**config.mk**
```make
export PLATFORM = sky130hd
export DESIGN_NAME = imm_gen_pipe
export DESIGN_NICKNAME = d
export VERILOG_FILES = /design/src/rtl/imm_gen_pkg.sv /design/src/rtl/imm_gen_dec.sv /design/src/rtl/imm_gen_pipe.sv
export SDC_FILE = /design/constraint.sdc
export NUM_CORES = 1
export LEC_CHECK = 0
export CORE_MARGIN = 2
export CORE_UTILIZATION = 45
export CTS_BUF_LIST = sky130_fd_sc_hd__clkbuf_16
export DETAILED_ROUTE_END_ITERATION = 8
export PLACE_DENSITY = 0.69
export SLEW_MARGIN = 15
export SYNTH_ARGS = -nofsm -noshare
export SYNTH_HDL_FRONTEND = slang
export SYNTH_HIERARCHICAL = 1
export SYNTH_SLANG_ARGS = --single-unit
```
**constraint.sdc**
```tcl
create_clock -name clk_i -period 2.65 [get_ports clk_i]
set_clock_uncertainty 0.15 [all_clocks]
set_input_delay 0.3975 -clock clk_i [delete_from_list [all_inputs] [get_ports clk_i]]
set_output_delay 0.3975 -clock clk_i [all_outputs]
set_load 0.005 [all_outputs]
```
**src/rtl/imm_gen_pkg.sv**
```systemverilog
// imm_gen_pkg: format codes, opcodes and skid states for imm_gen_pipe (IMM_GEN_ZICSR_EN enables CSR zimm decode)
package imm_gen_pkg;
  localparam logic [2:0] FMT_NONE = 3'd0;
  localparam logic [2:0] FMT_I    = 3'd1;
  localparam logic [2:0] FMT_S    = 3'd2;
  localparam logic [2:0] FMT_B    = 3'd3;
  localparam logic [2:0] FMT_U    = 3'd4;
  localparam logic [2:0] FMT_J    = 3'd5;
  localparam logic [2:0] FMT_Z    = 3'd6;
  localparam logic [6:0] OPC_LOAD     = 7'b0000011;
  localparam logic [6:0] OPC_OPIMM    = 7'b0010011;
  localparam logic [6:0] OPC_JALR     = 7'b1100111;
  localparam logic [6:0] OPC_STORE    = 7'b0100011;
  localparam logic [6:0] OPC_BRANCH   = 7'b1100011;
  localparam logic [6:0] OPC_JAL      = 7'b1101111;
  localparam logic [6:0] OPC_LUI      = 7'b0110111;
  localparam logic [6:0] OPC_AUIPC    = 7'b0010111;
  localparam logic [6:0] OPC_OP       = 7'b0110011;
  localparam logic [6:0] OPC_MISC_MEM = 7'b0001111;
  localparam logic [6:0] OPC_SYSTEM   = 7'b1110011;
  localparam logic [6:0] OPC_OPIMM32  = 7'b0011011;
  localparam logic [6:0] OPC_OP32     = 7'b0111011;
  typedef enum logic [1:0] {EMPTY, ONE, TWO} skid_state_e;
endpackage

```
**src/rtl/imm_gen_dec.sv**
```systemverilog
// imm_gen_dec: combinational RV immediate/format/illegal decode (IMM_GEN_ZICSR_EN adds CSR zimm)
module imm_gen_dec import imm_gen_pkg::*; #(
  parameter int XLEN = 32
) (
  input  logic [31:0]     inst,
  output logic [XLEN-1:0] imm,
  output logic [2:0]      fmt,
  output logic            illegal
);
  function automatic logic [XLEN-1:0] sx(input logic [31:0] v);
    return XLEN'($signed(v));
  endfunction
  logic [31:0] i_imm, s_imm, b_imm, u_imm, j_imm;
  assign i_imm = {{20{inst[31]}}, inst[31:20]};
  assign s_imm = {{20{inst[31]}}, inst[31:25], inst[11:7]};
  assign b_imm = {{19{inst[31]}}, inst[31], inst[7], inst[30:25], inst[11:8], 1'b0};
  assign u_imm = {inst[31:12], 12'b0};
  assign j_imm = {{11{inst[31]}}, inst[31], inst[19:12], inst[20], inst[30:21], 1'b0};
  always_comb begin
    imm = '0;
    fmt = FMT_NONE;
    illegal = 1'b0;
    case (inst[6:0])
      OPC_LOAD, OPC_OPIMM, OPC_JALR: begin imm = sx(i_imm); fmt = FMT_I; end
      OPC_STORE: begin imm = sx(s_imm); fmt = FMT_S; end
      OPC_BRANCH: begin imm = sx(b_imm); fmt = FMT_B; end
      OPC_JAL: begin imm = sx(j_imm); fmt = FMT_J; end
      OPC_LUI, OPC_AUIPC: begin imm = sx(u_imm); fmt = FMT_U; end
      OPC_OP, OPC_MISC_MEM: ;
      OPC_SYSTEM: begin
`ifdef IMM_GEN_ZICSR_EN
        imm = inst[14] ? XLEN'(inst[19:15]) : '0;
        fmt = inst[14] ? FMT_Z : FMT_NONE;
`endif
      end
      OPC_OPIMM32: begin
        imm = XLEN == 64 ? sx(i_imm) : '0;
        fmt = XLEN == 64 ? FMT_I : FMT_NONE;
        illegal = XLEN != 64;
      end
      OPC_OP32: illegal = XLEN != 64;
      default: illegal = 1'b1;
    endcase
  end
endmodule

```
**src/rtl/imm_gen_pipe.sv**
```systemverilog
// imm_gen_pipe: registered valid/ready immediate generator with 2-entry skid and saturating counters (IMM_GEN_ZICSR_EN)
module imm_gen_pipe import imm_gen_pkg::*; #(
  parameter int XLEN  = 32,
  parameter int TAG_W = 5,
  parameter int CNT_W = 16
) (
  input  logic             clk_i,
  input  logic             rst_n_i,
  input  logic             in_valid_i,
  output logic             in_ready_o,
  input  logic [31:0]      inst_i,
  input  logic [TAG_W-1:0] tag_i,
  output logic             out_valid_o,
  input  logic             out_ready_i,
  output logic [XLEN-1:0]  imm_o,
  output logic [2:0]       fmt_o,
  output logic             illegal_o,
  output logic [TAG_W-1:0] tag_o,
  input  logic             cnt_clr_i,
  output logic [CNT_W-1:0] inst_cnt_o,
  output logic [CNT_W-1:0] ill_cnt_o
);
  typedef struct packed {
    logic [XLEN-1:0]  imm;
    logic [2:0]       fmt;
    logic             ill;
    logic [TAG_W-1:0] tag;
  } entry_t;
  skid_state_e state, state_d;
  entry_t head, skid, dec_e;
  logic rdy_q, acc, drn;
  logic [XLEN-1:0] dec_imm;
  logic [2:0] dec_fmt;
  logic dec_ill;
  imm_gen_dec #(.XLEN(XLEN)) u_dec (.inst(inst_i), .imm(dec_imm), .fmt(dec_fmt), .illegal(dec_ill));
  assign dec_e = {dec_imm, dec_fmt, dec_ill, tag_i};
  assign acc = in_valid_i & rdy_q;
  assign drn = out_valid_o & out_ready_i;
  assign in_ready_o = rdy_q;
  assign out_valid_o = state != EMPTY;
  assign {imm_o, fmt_o, illegal_o, tag_o} = head;
  always_comb
    state_d = state == EMPTY ? (acc ? ONE : EMPTY) :
              state == ONE   ? (acc & !drn ? TWO : !acc & drn ? EMPTY : ONE) :
                               (drn ? ONE : TWO);
  always_ff @(posedge clk_i)
    if (!rst_n_i) begin
      state <= EMPTY;
      rdy_q <= 1'b1;
      head <= '0;
      skid <= '0;
    end else begin
      state <= state_d;
      rdy_q <= state_d != TWO;
      if (state == TWO ? drn : acc & (state == EMPTY | drn)) head <= state == TWO ? skid : dec_e;
      if (state == ONE & acc & !drn) skid <= dec_e;
    end
  always_ff @(posedge clk_i)
    if (!rst_n_i || cnt_clr_i) begin
      inst_cnt_o <= '0;
      ill_cnt_o <= '0;
    end else if (drn) begin
      if (~&inst_cnt_o) inst_cnt_o <= inst_cnt_o + CNT_W'(1);
      if (head.ill && ~&ill_cnt_o) ill_cnt_o <= ill_cnt_o + CNT_W'(1);
    end
endmodule

```
==> run metrics <==
Sw Pwr 1.13 mW; GPL Wtd Cong 0.852; Synth-to-Final Area Change 32.9%; Synth cell types 55; clock-pin slew of the registers on the worst-case setup and hold paths 0.05 ns; CTS Buf Count 17; adder-cell share of the synthesized area 0.641%; first-pass GRT wire length 26200 µm; Worst Tran Pin Value 0.768 ns; Required @ worst endpoint 2.10 ns; worst skew pair latency 0.41 ns; row count 41; CP arrival 1.66 ns; initial core utilization 46.2%; total track usage 22.8%; FF-to-FF path depth 5; final setup violation count 0; type of origin of the critical path flop; max-slew violation count 0; sequential area share after synthesis 40.0%; Synth area leaders dfxtp_1, mux2i_1, o211a_1; MaxCap Viol Count 0; crit share post-route 83.3%; Yosys top cell area share 40.0%; Synth Area in Simple Gates 19.0%; Yosys top cell by area dfxtp_1; RSZ-0062 raised after global routing no; Die X-Extent 118 µm; P_leak 3.38 nW; Levels on crit path 2; Die H 118 µm; Buf/Inv on CP 1; syn nets 724; vias in the first global route 5246; Core Box Area 0.0127 mm²; sequential cell area 0.00234 mm²; largest family of logic cells by synthesized area compound AO/OA/AOI/OAI gates; Ports 117; vias 5574; DR pass1 iterations 5; compound-gate portion of the synthesized area 28.4%; Post-synth EDFFs 0; Post-CTS Resized 0; H-tree depth 4; critical path class flop to output port; Switching Share 23.4%; DIE AREA 0.0140 mm²; min cycle time layout 2.21 ns; R2R Path Start state[1]; fin nets 824; diodes inserted 0; area occupied by multi-input gates 0.00324 mm²; CTS sink count 117; overall power 4.83 mW; Initial DRC Count 366; total setup buffers inserted after CTS 0; XOR/XNOR share of the synthesized area 0%; I/O Buffers 116; critical path capture point out_valid_o; CTS tree done; top_reg_cell synth dfxtp_1; cts hold-fix bufs 0; drt total wl 16000 µm; layout cells sized above 1 7.32%; pre-CTS setup slack 0.122 ns; Flop pwr share 39.1%; pin count of the biggest net entering global routing 85; crit end category output port; grt ovf 0; Critical-path top delay cell dfxtp_1; Hold Slack 0.314 ns; via-per-instance ratio 5.78; Worst Setup SP state[1]; Reg2Reg Setup Slack 0.48 ns; Max Freq 453 MHz; Setup TNS 0 ns; Int Pwr 3.70 mW; FILL cells 1100; Gate power share 12.7%; Yosys reg bits 117; initial antenna violation count 0; critical path's top delay family flip-flops; dpl hpwl 10600 µm; worst r2r dst ill_cnt_o[9]; PwrDens 620 mW/mm²; final hold vios 0; synthesized area 0.00586 mm²; multiplexer area fraction after synthesis 7.17%; Critical Path, Cell by Cell or2_2 > clkdlybuf4s50_1; Mean Syn Cell Area 8.63 µm²; largest stage delay on the critical path 0.56 ns; Longest Clk Path Bufs 2; setup ws final 0.441 ns; Cells after Synth 679; crit path max fanout 12; Residual DRC 0; ys async rst share 0%; clock share of power 48.2%; status finished clean; Synth warnings 6; post-route ant nets 0; Rel. slew slack 48.8%; wire per inst 16.6 µm; Worst Hold Class flop to flop; root buf cell clkbuf_16; VDD IR-drop max 0.448 mV
==> how the worst min path moves through the flow <==
stage                  start       end  slack, ns  cells past startpoint
detailed placement  skid[13]  skid[13]       0.31                      2
CTS                 skid[13]  skid[13]       0.32                      2
global route         skid[6]   skid[6]       0.34                      2
floorplan           skid[10]  skid[10]       0.29                      2
global placement     skid[4]   skid[4]       0.30                      2
finish              skid[26]  skid[26]       0.31                      2
==> cell usage in the layout (no fill, tap or decap), types with 5 or more instances in the layout <==
master           netlist  routed
mux2i_1               42      42
a31oi_1                6       6
and4_1                11      11
or4_1                 14      14
a21boi_0              43      43
clkbuf_16              0      17
buf_4                  1      15
inv_1                 16      18
o31ai_1               12      12
and3_1                 9       9
nand2b_1               6       5
dfxtp_1              117     117
nor3_1                 8       7
clkinv_1               0       6
o211a_1               42      42
nand2_1              108     108
nand3_1               10      10
nand4_1                8       8
nor2_1                 8       8
clkdlybuf4s50_1        0     115
o22ai_1               13      13
a21oi_1               26      25
or3_1                 10      10
o21ai_0               55      55
a21o_1                 9       9
==> stage by stage <==
stage / cells / instance area, µm² / util, %
final: 964 / 7790 / 61.5
after global routing: 964 / 7790 / 61.5
after CTS: 964 / 7790 / 61.5
after detailed placement: 932 / 7190 / 56.8
after global placement: 932 / 7190 / 56.8
after floorplan: 679 / 5860 / -
==> routing by layer <==
metal	share of wire [%]	up-vias	track usage, %
met4	1.5	0	7.38
li1	-	2715	-
met5	0	-	0
met1	47	2649	31.3
met3	5.3	23	5.04
met2	46	187	35.5
==> worst min-delay path: stages, from the launching register on <==
cell,delay [ns]
dfxtp_1,0.30
nand2_1,0.04
a21boi_0,0.06
==> flip-flops by register name (all words and copies together) (netlist names) <==
signal      flops
state           2
illegal_o       1
imm_o          32
tag_o           5
fmt_o           3
inst_cnt_o     16
in_ready_o      1
skid           41
ill_cnt_o      16
==> cells in the mapped netlist (all sizes together), types with 4 or more instances <==
cell type / n
dfxtp: 117
nand2: 108
o21ai: 57
a21boi: 43
clkbuf: 42
mux2i: 42
o211a: 42
a21oi: 27
inv: 17
o22ai: 14
or4: 14
o31ai: 12
and4: 11
buf: 11
nand3: 10
or3: 10
a21o: 9
and3: 9
nor3: 9
nand4: 8
nor2: 8
a31oi: 6
nand2b: 6
a22o: 4
a41o: 4
and2: 4
or2: 4
==> logic make-up after synthesis <==
family,count (synthesis)
flip-flops,117
AO/OA/AOI/OAI,231
adder cells (fa/ha/maj),3
buffers and inverters,70
AND/OR/NAND/NOR,216
multiplexers,42
==> power groups by stage <==
| stage | clock, mW | sequential (mW) | combinational [mW] |
|---|---|---|---|
| floorplan | 0 | 1.92 | 0.303 |
| finish | 2.33 | 1.89 | 0.614 |
| global route | 2.44 | 1.90 | 0.666 |
| CTS | 2.35 | 1.89 | 0.617 |
| detailed placement | 0 | 1.93 | 0.612 |
| global placement | 0 | 1.93 | 0.602 |
==> layout make-up <==
type                       count  area share, %
sequential                   117           30.1
tap                          172           2.76
clock inverter                15           2.18
inverter                      17          0.819
clock buffer                  17           5.46
multi-input combinational    492           41.6
timing repair buffer         134           17.1
No activity file was read; power rests on OpenSTA's default activity.
